File: config.mk
export PLATFORM = sky130hd
export DESIGN_NAME = huffman_shift_reg
export DESIGN_NICKNAME = d
export VERILOG_FILES = /design/src/rtl/huffman_pkg.sv /design/src/rtl/huffman_fsm.sv /design/src/rtl/huffman_shift_reg.sv
export SDC_FILE = /design/constraint.sdc
export NUM_CORES = 1
export LEC_CHECK = 0
export CORE_MARGIN = 5
export CORE_UTILIZATION = 43
export DETAILED_ROUTE_END_ITERATION = 10
export PLACE_DENSITY = 0.73
export SETUP_SLACK_MARGIN = 0.02
export SYNTH_ARGS = -nofsm -noshare
export SYNTH_HDL_FRONTEND = slang
export SYNTH_SLANG_ARGS = --single-unit
File: constraint.sdc
create_clock -name clk -period 15.85 [get_ports clk]
set_clock_uncertainty 0.05 [all_clocks]
set_input_delay 2.3775 -clock clk [delete_from_list [all_inputs] [get_ports clk]]
set_output_delay 2.3775 -clock clk [all_outputs]
set_load 0.05 [all_outputs]
File: src/rtl/huffman_pkg.sv
// Shared constants, code table and FSM state type for the Huffman front-end.
package huffman_pkg;

  localparam int MAX_LEN_CHUNK = 4;
  localparam int CODE_W        = 9;   // longest codeword
  localparam int NUM_CODES     = 10;

  typedef enum logic {IDLE = 1'b0, DECODE = 1'b1} fsm_state_t;

  // Codeword patterns are left-aligned in CODE_W bits; only the top len bits count.
  typedef struct packed {
    logic [CODE_W-1:0] pat;
    logic [3:0]        len;
    logic signed [3:0] val;
  } code_t;

  function automatic code_t code_entry(input int idx);
    code_t e;
    e = '0;
    case (idx)
      0: e = '{pat: 9'b000000000, len: 4'd1, val:  4'sd0};
      1: e = '{pat: 9'b100000000, len: 4'd2, val:  4'sd1};
      2: e = '{pat: 9'b110000000, len: 4'd3, val: -4'sd1};
      3: e = '{pat: 9'b111000000, len: 4'd4, val:  4'sd2};
      4: e = '{pat: 9'b111100000, len: 4'd5, val: -4'sd2};
      5: e = '{pat: 9'b111110000, len: 4'd6, val:  4'sd3};
      6: e = '{pat: 9'b111111000, len: 4'd7, val: -4'sd3};
      7: e = '{pat: 9'b111111100, len: 4'd8, val:  4'sd4};
      8: e = '{pat: 9'b111111110, len: 4'd9, val: -4'sd4};
      9: e = '{pat: 9'b111111111, len: 4'd9, val:  4'sd5};
      default: e = '0;
    endcase
    return e;
  endfunction

  // Mask selecting the top len bits of a CODE_W-bit head.
  function automatic logic [CODE_W-1:0] code_mask(input logic [3:0] len);
    return ~({CODE_W{1'b1}} >> len);
  endfunction

endpackage

File: src/rtl/huffman_fsm.sv
// Two-state control: decides when the matched codeword is consumed.
module huffman_fsm
  import huffman_pkg::*;
#(
  parameter int CNT_W = 4
) (
  input  logic             clk,
  input  logic             reset,
  input  logic [CNT_W-1:0] bit_count,
  input  logic             match,
  input  logic [3:0]       match_len,
  output logic             shift_en,
  output fsm_state_t       state
);

  fsm_state_t state_next;
  logic       len_ok;

  assign len_ok = (CNT_W'(match_len) <= bit_count) && (match_len != 4'd0);

  // State register.
  always_ff @(posedge clk) begin
    if (!reset) state <= IDLE;
    else        state <= state_next;
  end

  // Next state and consume strobe. The IDLE cycle that sees buffered bits is
  // the entry into DECODE, so it may already consume; otherwise the first
  // symbol of a burst would lag one cycle behind its completing chunk.
  always_comb begin
    state_next = state;
    shift_en   = 1'b0;
    unique case (state)
      IDLE: begin
        if (bit_count != '0) begin
          state_next = DECODE;
          shift_en   = match && len_ok;
        end
      end
      DECODE: begin
        shift_en = match && len_ok;
        // A registered count of zero means the last consume drained the
        // buffer and nothing was appended behind it.
        if (bit_count == '0) state_next = IDLE;
      end
    endcase
  end

endmodule

File: src/rtl/huffman_shift_reg.sv
// Streaming Huffman front-end: shift buffer, prefix match, append/consume.
module huffman_shift_reg
  import huffman_pkg::*;
#(
  parameter int MAX_CODE = 9
) (
  input  logic              clk,
  input  logic              reset,
  input  logic              sValid,
  input  logic [3:0]        in_bits,
  input  logic [2:0]        in_len,
  output logic signed [3:0] decodedData,
  output logic              tvalid
);

  localparam int CNT_W  = $clog2(MAX_CODE + 1);
  localparam int WIDE_W = MAX_CODE + MAX_LEN_CHUNK;

  logic [MAX_CODE-1:0] shift_buf;
  logic [CNT_W-1:0]    bit_count;

  logic                match;
  logic [3:0]          match_len;
  logic signed [3:0]   match_val;
  logic                shift_en;
  fsm_state_t          fsm_state;

  logic [CODE_W-1:0]   head;
  code_t               entry;

  logic [CNT_W-1:0]    consumed, remaining, n, count_next;
  logic [2:0]          n_bits;
  logic                take;
  logic [3:0]          chunk_left;
  logic [WIDE_W-1:0]   chunk_wide;
  logic [MAX_CODE-1:0] kept, placed, buf_next;

  // Prefix match on the registered head; a code only counts if all of its
  // bits are inside the valid window. The code is prefix-free, so at most
  // one entry can hit.
  always_comb begin
    match     = 1'b0;
    match_len = '0;
    match_val = '0;
    entry     = '0;
    head      = shift_buf[MAX_CODE-1 -: CODE_W];
    for (int i = 0; i < NUM_CODES; i++) begin
      entry = code_entry(i);
      if (!match && (CNT_W'(entry.len) <= bit_count) &&
          ((head & code_mask(entry.len)) == entry.pat)) begin
        match     = 1'b1;
        match_len = entry.len;
        match_val = entry.val;
      end
    end
  end

  huffman_fsm #(.CNT_W(CNT_W)) u_fsm (
    .clk       (clk),
    .reset     (reset),
    .bit_count (bit_count),
    .match     (match),
    .match_len (match_len),
    .shift_en  (shift_en),
    .state     (fsm_state)
  );

  // Consume then append: the chunk lands right behind the bits that survive
  // this edge's consume, and is dropped whole if it would not fit.
  always_comb begin
    consumed   = shift_en ? CNT_W'(match_len) : '0;
    remaining  = bit_count - consumed;
    n_bits     = (in_len > 3'd4) ? 3'd4 : in_len;
    n          = CNT_W'(n_bits);
    take       = sValid && (n_bits != 3'd0) &&
                 (({1'b0, remaining} + {1'b0, n}) <= (CNT_W+1)'(MAX_CODE));
    kept       = shift_buf << consumed;
    chunk_left = in_bits << (3'd4 - n_bits);
    chunk_wide = {chunk_left, {MAX_CODE{1'b0}}} >> remaining;
    placed     = chunk_wide[WIDE_W-1 -: MAX_CODE];
    buf_next   = take ? (kept | placed) : kept;
    count_next = remaining + (take ? n : '0);
  end

  // Buffer, count and output registers.
  always_ff @(posedge clk) begin
    if (!reset) begin
      shift_buf   <= '0;
      bit_count   <= '0;
      tvalid      <= 1'b0;
      decodedData <= '0;
    end else begin
      shift_buf <= buf_next;
      bit_count <= count_next;
      tvalid    <= shift_en;
      if (shift_en) decodedData <= match_val;
    end
  end

endmodule

==> results.sh <==
export IMPL_firstDrtPassIters=5
export IMPL_synth_cells=271
export IMPL_required_ns=15.94
export IMPL_grt_use_total_pct=18.2
export IMPL_setup_ws_ns=7.97
export IMPL_maxSlewViolCount=0
export IMPL_hold_viol_final=0
export IMPL_cts_htree_levels=1
export IMPL_clockBufferDepth=2
export IMPL_cts_sinks=19
export IMPL_syn_area_um2=2130
export IMPL_fp_dieH_um=80.4
export IMPL_p_switching_mw=0.263
export IMPL_finalPower_mw=0.481
export IMPL_max_freq_ghz=0.127
export IMPL_ys_seq_area_share_pct=17.9
export IMPL_maxCapViolations=0
export IMPL_cp_end_kind="register"
export IMPL_via_per_inst=6.23
export IMPL_synth_top_family_by_area="compound AO/OA/AOI/OAI gates"
export IMPL_cts_made_buffers=3
export IMPL_cp_start_kind="register"
export IMPL_synth_simple_area_share_pct=27.4
export IMPL_synth_top_area_share_pct=17.9
export IMPL_dp_hpwl_mm=4.28
export IMPL_synth_compound_gate_area_share_pct=27.9
export IMPL_fin_util_pct=48.7
export IMPL_cts_tree="built"
export IMPL_avgRoutedWirePerCell_um=16.4
export IMPL_ir_drop_v=0.0000873
export IMPL_diodes=0
export IMPL_final_setup_viol_count=0
export IMPL_period_share_pct=49.7
export IMPL_grt_pass1_wl_mm=9.31
export IMPL_ant_nets=0
export IMPL_gp_congestion=0.925
export IMPL_final_nets=301
export IMPL_drcViolationCount=0
export IMPL_ys_flop_type="dfxtp_1"
export IMPL_synth_edff_count=0
export IMPL_tightestPinTransition_ns=0.864
export IMPL_die_area_um2=6460
export IMPL_cts_root_buf="clkbuf_8"
export IMPL_cp_arrival_ns=7.97
export IMPL_start_util_pct=44.8
export IMPL_outcome="finished clean"
export IMPL_slew_limit_headroom_pct=42.0
export IMPL_synth_area_per_cell_um2=7.86
export IMPL_tns_ns=0
export IMPL_synthArstFlopShare_pct=0
export IMPL_path_class="reg -> reg"
export IMPL_cts_setup_buffers=0
export IMPL_power_frac_clock_pct=7.3
export IMPL_p_int_mw=0.217
export IMPL_fp_dieW_um=80.4
export IMPL_rsz0062_at_grt="false"
export IMPL_drive_gt1_share_pct=9.93
export IMPL_synth_top_cells_by_area="dfxtp_1 18%, ha_1 8.8%, nor2_1 3.7%"
export IMPL_ios=15
export IMPL_yosys_warnings=0
export IMPL_synthXorXnorAreaFrac_pct=2.06
export IMPL_placed_area_um2=2270
export IMPL_stdcell_area_um2=2310
export IMPL_power_density_nw_per_um2=208
export IMPL_period_minus_slack_ns=7.88
export IMPL_synthAdderAreaFrac_pct=11.6
export IMPL_placement_setup_worst_slack_ns=8.18
export IMPL_sequentialPowerShare_pct=18.6
export IMPL_dr_total_vias=2112
export IMPL_core_area_um2=4750
export IMPL_clk_latency_ns=0.26
export IMPL_routed_wl_mm=5.55
export IMPL_post_cts_resized=0
export IMPL_synth_nets=299
export IMPL_cts_hold_buf=0
export IMPL_hold_path_class="reg -> reg"
export IMPL_worstPathMaxFanout=14
export IMPL_grt_overflow_total=0
export IMPL_power_frac_comb_pct=74.1
export IMPL_synth_common_cells="21 x nor2_1, 19 x dfxtp_1, 16 x inv_1"
export IMPL_row_count=25
export IMPL_synth_area_leader_cell="dfxtp_1"
export IMPL_p_leak_nw=0.866
export IMPL_grt_pass1_vias=1953
export IMPL_muxShareOfSynthArea_pct=5.17
export IMPL_clk_pin_slew_ns=0.08
export IMPL_grt_max_degree=15
export IMPL_netSwitchingFraction_pct=54.8
export IMPL_initialDrtViolationCount=350
export IMPL_synth_most_common_cell="nor2_1"
export IMPL_syn2layout_area_growth_pct=8.57
export IMPL_io_buffer_count=14
export IMPL_ys_ff_latch=19
export IMPL_yosys_cell_types_count=71
export IMPL_antenna_found_initial=0
[cell type report]
type	instances	area, um2
fill	480	2440
multi-input combinational	213	1580
sequential	19	380
timing repair buffer	14	140
inverter	22	83.8
tap	67	83.8
clock buffer	3	41.3
clock inverter	1	5.00
[path summary, 6_finish.rpt]
| path | from | endpoint | cells past startpoint | slack (ns) |
|---|---|---|---|---|
| setup reg to reg | bit_count[1]$_SDFF_PN0_ | bit_count[3]$_SDFF_PN0_ | 26 | 7.97 |
| hold reg to reg | decodedData[2]$_SDFFE_PN0N_ | decodedData[2]$_SDFFE_PN0N_ | 2 | 0.44 |
| setup / recovery | bit_count[1]$_SDFF_PN0_ | bit_count[3]$_SDFF_PN0_ | 26 | 7.97 |
| hold / removal | decodedData[2]$_SDFFE_PN0N_ | decodedData[2]$_SDFFE_PN0N_ | 2 | 0.44 |
[per-layer routing]
metal  part of all wire [%]  wire length [um]  track usage (%)  up-vias
met5                      0                 0                0        -
met4                    2.9               159             6.93        0
met3                    5.2               287             1.91       18
met2                     47              2630             31.2       84
met1                     45              2470             23.2      983
li1                       -                 -                -     1027
[state kept, by name, indices dropped and copies added (netlist names)]
name,count
head,9
bit_count,4
decodedData,4
tvalid,1
u_fsm.state,1
[power groups by stage]
stage	Combinational [mW]	Sequential, mW	Clock, mW
after floorplan	0.286	0.0898	0
after global placement	0.349	0.0887	0
after detailed placement	0.351	0.0890	0
after CTS	0.353	0.0878	0.0361
after global routing	0.398	0.0908	0.0377
final	0.356	0.0893	0.0350
[worst max-delay path, stage by stage, from the launching register on]
cell and delay [ns]:
dfxtp_1 0.43, a211oi_1 0.38, o32ai_1 0.15, a21oi_1 0.68, inv_2 0.28, ha_1 0.37, nor2b_1 0.13, o221ai_1 0.30
o21ai_1 0.38, a211oi_1 0.76, inv_1 0.21, ha_1 0.38, xnor2_1 0.36, clkinv_1 0.34, ha_1 0.42, xor2_1 0.17
nor3_1 0.20, a2bb2o_1 0.34, mux2i_4 0.27, a31oi_1 0.11, nand2b_1 0.23, inv_2 0.06, ha_1 0.22, a21o_1 0.18
a21oi_1 0.16, xor2_1 0.15, nor2_1 0.05
[cell families after synthesis]
kind of cell / Yosys count
flops: 19
mux: 8
fa+ha+maj: 18
buf+inv: 39
compound gates: 84
xor+xnor: 5
simple gates: 98
[metrics by stage]
stage | hold slack, ns | instances
final | 0.441 | 339
after global routing | 0.479 | 339
after CTS | 0.446 | 339
after detailed placement | 0.435 | 335
after global placement | 0.432 | 335
after floorplan | 0.550 | 271
[cell usage in the layout, fill, tap and decap left out, types with 3 or more instances in the layout]
| cell | synthesis | layout |
|---|---|---|
| a32oi_1 | 4 | 4 |
| o21ai_0 | 14 | 14 |
| a21oi_1 | 13 | 13 |
| o21a_1 | 4 | 4 |
| a211oi_1 | 8 | 8 |
| nand2_1 | 9 | 9 |
| clkbuf_8 | 0 | 3 |
| or3_1 | 3 | 3 |
| nor3_1 | 11 | 11 |
| xor2_1 | 3 | 3 |
| ha_1 | 15 | 15 |
| o22ai_1 | 4 | 4 |
| a31oi_1 | 4 | 4 |
| o211ai_1 | 6 | 6 |
| nand4_1 | 11 | 11 |
| a21o_1 | 3 | 3 |
| nand3_1 | 13 | 13 |
| fa_1 | 3 | 3 |
| dfxtp_1 | 19 | 19 |
| inv_2 | 3 | 3 |
| nand2b_1 | 6 | 6 |
| clkdlybuf4s50_1 | 0 | 14 |
| and2_1 | 3 | 3 |
| o21ai_1 | 4 | 4 |
| nor2_1 | 21 | 21 |
| mux2_2 | 3 | 3 |
| inv_1 | 16 | 16 |
No activity file was read; power rests on OpenSTA's default activity.
==> variant 1: new RTL, same flow settings <==
`shift_buf` no longer has a reset.
--- a/src/rtl/huffman_shift_reg.sv
+++ b/src/rtl/huffman_shift_reg.sv
@@ -87,3 +87,2 @@
     if (!reset) begin
-      shift_buf   <= '0;
       bit_count   <= '0;
@@ -92,3 +91,2 @@
     end else begin
-      shift_buf <= buf_next;
       bit_count <= count_next;
@@ -99,2 +97,6 @@
 
+  always_ff @(posedge clk) begin
+    shift_buf <= buf_next;
+  end
+
 endmodule
Function: changed (a bounded check fails within 4 cycles, from zero or initial values and one cycle with reset low).
==> variant 1 against the unedited design <==
  * Sequential cell count unchanged
  * Total power is 17% higher
  * Design area is 3.6% higher
  * Maximum frequency grew 12%
  * Worst setup slack better by 840 ps
  * Area after synthesis grew 3.3%
  * Count of clock-buffer cells in the layout did not move
  * Wire length grew 2.9%
  * Sequential share of layout area is 0.57 points lower
==> variant 1: results (changes against the unedited design) <==
The number of input and output port buffers inserted came out at 14 (unchanged). Count of routing violations after the opening detailed-route iteration: 216 (-38%). The clock network latency to the later pin of the worst-skew pair was 260 ps (about the same); the number of antenna violations at the first check in global routing was 0 (unchanged). The logs give 0.173 (-0.00568) for the sequential share of the synthesized area and 8920 ps (+739 ps) for the pre-CTS worst setup slack. After synthesis, the most frequently instantiated cells are sky130_fd_sc_hd__nand2_1 (27), sky130_fd_sc_hd__nor2_1 (21), sky130_fd_sc_hd__inv_1 (20). The global-route usage over all layers is 0.178 (-0.00382). The pin slew with the least headroom to its limit was 1060 ps (+198 ps). For the post-route standard cell area excluding fillers, the log shows 2400 µm² (+3.6%). For the maximum VDD drop, the log shows 128 µV (+46%). Library cell contributing the largest single delay on the critical path: sky130_fd_sc_hd__fa_1.

The switching power was 312 µW (+19%). The pin count of the biggest net entering global routing was 14 (-1). Clock tree synthesis selected as its root buffer the cell sky130_fd_sc_hd__clkbuf_8. The synthesized netlist net count was 293 (-2.0%). The share of post-route cells with drive strength above 1 was 0.139 (+0.0399); the diode insertion count for antenna repair was 0 (unchanged). For the count of yosys warnings during synthesis, the log shows 0 (unchanged).

The total instance count after detailed placement came out at 339 (+1.2%). The tools report the net count reported at finish as 300 (-0.33%). The flip-flop count of the largest register after layout is 9 (unchanged), and the detailed-route wire length per cell is 16.7 µm (+1.7%). The classification of the worst-slack hold path was register to register. The via-per-instance ratio was 6.07 (-2.6%); the detailed placer's ending HPWL was 4.55 mm (+6.4%). The run gives 9.32 mm (about the same) as the global-route wire length before repair.

The tools report the number of global-route vias before repair as 1,857 (-4.9%). For the overall die area, the log shows 6650 µm² (+2.9%). Grouping stages by cell kind, the critical path spends the most delay in adder cells. For the fill cell total of the finished layout, the log shows 472 (-1.7%). The wire length reported by the detailed router was 5.72 mm (+2.9%). The maximum fanout encountered on the critical timing path is 13 (-1). The number of resized instances in the post-cts repair step is 0 (unchanged).

Worst-case clock buffer depth: 2 (unchanged). The run finished with clean final reports. The share of the synthesized area in the top cell type came out at 0.173 (-0.00568). The run gives 0 (unchanged) as the number of setup buffers added after CTS. The weighted congestion reported at the end of routability-driven placement is 1.01 (+9.0%), and the leakage power total is 0.000881 µW (+1.7%). The number of detailed-routing iterations run before antenna repair is 5 (unchanged), and the number of H-tree levels is 1 (unchanged).

The most used flip-flop cell after synthesis is sky130_fd_sc_hd__dfxtp_1. The number of buffers added by the clock tree synthesis step was 3 (unchanged). The delay of the slowest cell on the worst path is 880 ps (+120 ps). By area the synthesized netlist is led by sky130_fd_sc_hd__dfxtp_1 (17%), sky130_fd_sc_hd__ha_1 (7.4%), sky130_fd_sc_hd__nand2_1 (4.6%), sky130_fd_sc_hd__a21oi_1 (4.1%), sky130_fd_sc_hd__a211oi_1 (4.1%).

The clock edge transition at the registers on the reported setup and hold paths came out at 80 ps (about the same). The tools report the number of standard cells after synthesis as 267 (-1.5%). The async set-or-reset flop fraction in the synthesized netlist is 0 (unchanged), and the instance area after placement is 2350 µm² (+3.6%). The number of distinct library cells after synthesis was 73 (+2.8%).
variant 1: power by group through the flow:
| stage | Combinational, µW | Sequential, µW | Clock (µW) |
|---|---|---|---|
| 2_1_floorplan | 338 | 103 | 0 |
| 3_3_place_gp | 408 | 104 | 0 |
| 3_5_place_dp | 414 | 104 | 0 |
| 4_1_cts | 417 | 103 | 35.0 |
| 5_1_grt | 463 | 108 | 37.3 |
| 6_report | 422 | 105 | 34.0 |
variant 1: kinds of logic (layout without fill, tap and decap cells):
logic type      count (synthesis)  in the layout  share of synthesized area
xor+xnor                        5              5                     0.0199
fa+ha+maj                      18             18                      0.110
simple gates                  102            102                      0.281
mux                            11             11                     0.0722
flops                          19             19                      0.173
compound gates                 77             77                      0.267
buf+inv                        35             41                     0.0762
variant 1: final timing paths:
check,start,endpoint,slack (ps),cells after the start
worst max-delay path,bit_count[1],bit_count[2],8800,24
worst min-delay path,decodedData[1],decodedData[1],450,2
worst max register to register,bit_count[1],bit_count[2],8800,24
worst min register to register,decodedData[1],decodedData[1],450,2
variant 1: stage by stage:
step                power (µW)  hold slack (ps)
floorplan                  442              484
global placement           513              439
detailed placement         519              442
CTS                        555              453
global route               608              473
finish                     561              445
variant 1: final cells by class:
cell class,count,share of cell area
Clock buffer,3,0.0172
Clock inverter,1,0.00209
Inverter,23,0.0371
Multi-Input combinational cell,213,0.690
Sequential cell,19,0.159
Tap cell,70,0.0366
Timing Repair Buffer,14,0.0585
variant 1: routing by layer:
| layer | global-route usage | share of wire | up-vias |
|---|---|---|---|
| li1 | - | - | 1017 |
| met1 | 0.259 | 0.46 | 969 |
| met2 | 0.279 | 0.45 | 82 |
| met3 | 0.0241 | 0.068 | 13 |
| met4 | 0.0355 | 0.014 | 0 |
| met5 | 0 | 0 | - |
==> variant 2: new RTL, config.mk and constraints unchanged <==
Without the edit above. Set the package constant `MAX_LEN_CHUNK` to 8 (it was 4).
--- a/src/rtl/huffman_pkg.sv
+++ b/src/rtl/huffman_pkg.sv
@@ -3,3 +3,3 @@
 
-  localparam int MAX_LEN_CHUNK = 4;
+  localparam int MAX_LEN_CHUNK = 8;
   localparam int CODE_W        = 9;   // longest codeword
Function: changed (a bounded check fails within 4 cycles, from zero or initial values and one cycle with reset low).
==> variant 2 against the unedited design <==
  * Combinational power increased by 5%
  * Clock power up 1%
  * Wire length shrank 1.3%
  * Global-route usage shrank 0.76 points
  * Area after synthesis increased by 1.4%
  * Worst setup slack better by 1200 ps
  * Non-clock buffer count is the same
  * Design area is 1.4% higher
  * Total power rose by 3.3%
  * Core utilization is 0.34 points higher
  * Critical path depth fell by 1
  * Sequential share of layout area down 0.22 points
  * Sequential cell count unchanged
  * Largest cell class unchanged
==> variant 2: results (changes against the unedited design) <==
The flow ran to the end, and the final reports show no timing, DRC or antenna violations. The run gives 187 (-47%) as the count of routing violations after the opening detailed-route iteration. For the data arrival time of the critical path, the log shows 6780 ps (-1190 ps). The adder and majority gate portion of the synthesized area was 0.114 (-0.00219). The worst register-to-register path begins at bit_count[3].

Among all stages on the critical path, the largest delay is contributed by sky130_fd_sc_hd__dfxtp_1. The sequential share of the synthesized area is 0.176 (-0.00248), and the number of distinct library cells after synthesis is 76 (+7.0%). The area share of xor/xnor cells in the synthesized design is 0.0417 (+0.0211). The delay of the slowest cell on the worst path works out to 640 ps (-120 ps). The length in cells of the worst reg-to-reg path was 25 (-3.8%). The fill cell total of the finished layout was 474 (-1.3%); the leakage power total was 0.000931 µW (+7.5%).

For the pre-CTS worst setup slack, the log shows 9260 ps (+1080 ps). Number of resized instances in the post-cts repair step: 0 (unchanged). Yosys attributes the largest share of cell area to sky130_fd_sc_hd__dfxtp_1 (18%), sky130_fd_sc_hd__ha_1 (8.1%), sky130_fd_sc_hd__nand2_1 (4.7%), sky130_fd_sc_hd__o211ai_1 (4.2%), sky130_fd_sc_hd__inv_1 (3.8%). The share of post-route cells with drive strength above 1 is 0.0899 (-0.00934), and the maximum frequency from static timing analysis is 150 MHz (+18%). The synthesized netlist net count came out at 301 (+0.67%).

The pin slew with the least headroom to its limit came out at 560 ps (-303 ps). The portion of netlist area occupied by mux cells was 0.0446 (-0.00709). The detailed placer's ending HPWL is 4.20 mm (-1.8%), and the register-to-register setup slack is 9170 ps (+1200 ps). For the maximum VDD drop, the log shows 71.0 µV (-19%). The wire length reported by the detailed router is 5.48 mm (-1.3%), and the maximum fanout encountered on the critical timing path is 13 (-1). The instance area after placement was 2300 µm² (+1.4%). The global-route usage over all layers is 0.174 (-0.00761), and the global-route wire length before repair is 9.11 mm (-2.1%). The weighted congestion reported at the end of routability-driven placement came out at 0.948 (+2.5%). The post-synthesis compound-gate area fraction is 0.316 (+0.0367), and the net count reported at finish is 306 (+1.7%).
==> variant 2: power by group through the flow <==
stage                     combinational (µW)  sequential [µW]  clock [µW]
after floorplan                          307             84.4           0
after detailed placement                 365             88.1           0
after global routing                     413             89.6        37.6
final                                    373             88.2        35.5
after CTS                                369             87.2        36.0
after global placement                   361             87.6           0
==> variant 2: through the flow <==
| stage | instances | power [µW] | hold WS [ps] |
|---|---|---|---|
| after global placement | 341 | 449 | 423 |
| after global routing | 345 | 540 | 468 |
| after floorplan | 274 | 391 | 474 |
| after detailed placement | 341 | 453 | 435 |
| final | 345 | 496 | 445 |
| after CTS | 345 | 492 | 447 |
==> variant 2: worst max-delay path, delay by kind of cell (launching register included) <==
kind                       cells  cell delay [ps]
AOI/OAI and AO/OA              5             1620
adders and majority gates      5             1590
and+or+nand+nor                8             1380
xor gates and xnor gates       3              720
DFF                            1              640
buffers and inverters          3              390
muxes                          1              170
==> variant 2: how the worst min path moves through the flow <==
stage | from | end | slack (ps)
after detailed placement | decodedData[2] | decodedData[2] | 430
after global routing | decodedData[0] | decodedData[0] | 470
after CTS | decodedData[0] | decodedData[0] | 450
after floorplan | head[0] | head[0] | 470
final | decodedData[0] | decodedData[0] | 450
after global placement | decodedData[2] | decodedData[2] | 420
==> variant 2: cell type report <==
type / instances / area (µm²) / share of cell area
Timing Repair Buffer: 14 / 140 / 0.0598
Inverter: 23 / 86.3 / 0.0368
Clock buffer: 4 / 45.0 / 0.0192
Sequential cell: 19 / 380 / 0.162
Tap cell: 67 / 83.8 / 0.0358
Multi-Input combinational cell: 218 / 1610 / 0.686
==> variant 2: metal layers <==
layer  GRT usage  up-vias  part of all wire
li1            -     1024                 -
met4      0.0642        0             0.026
met3      0.0155       21             0.052
met1       0.240      975              0.48
met2       0.281       82              0.44
met5           0        -                 0
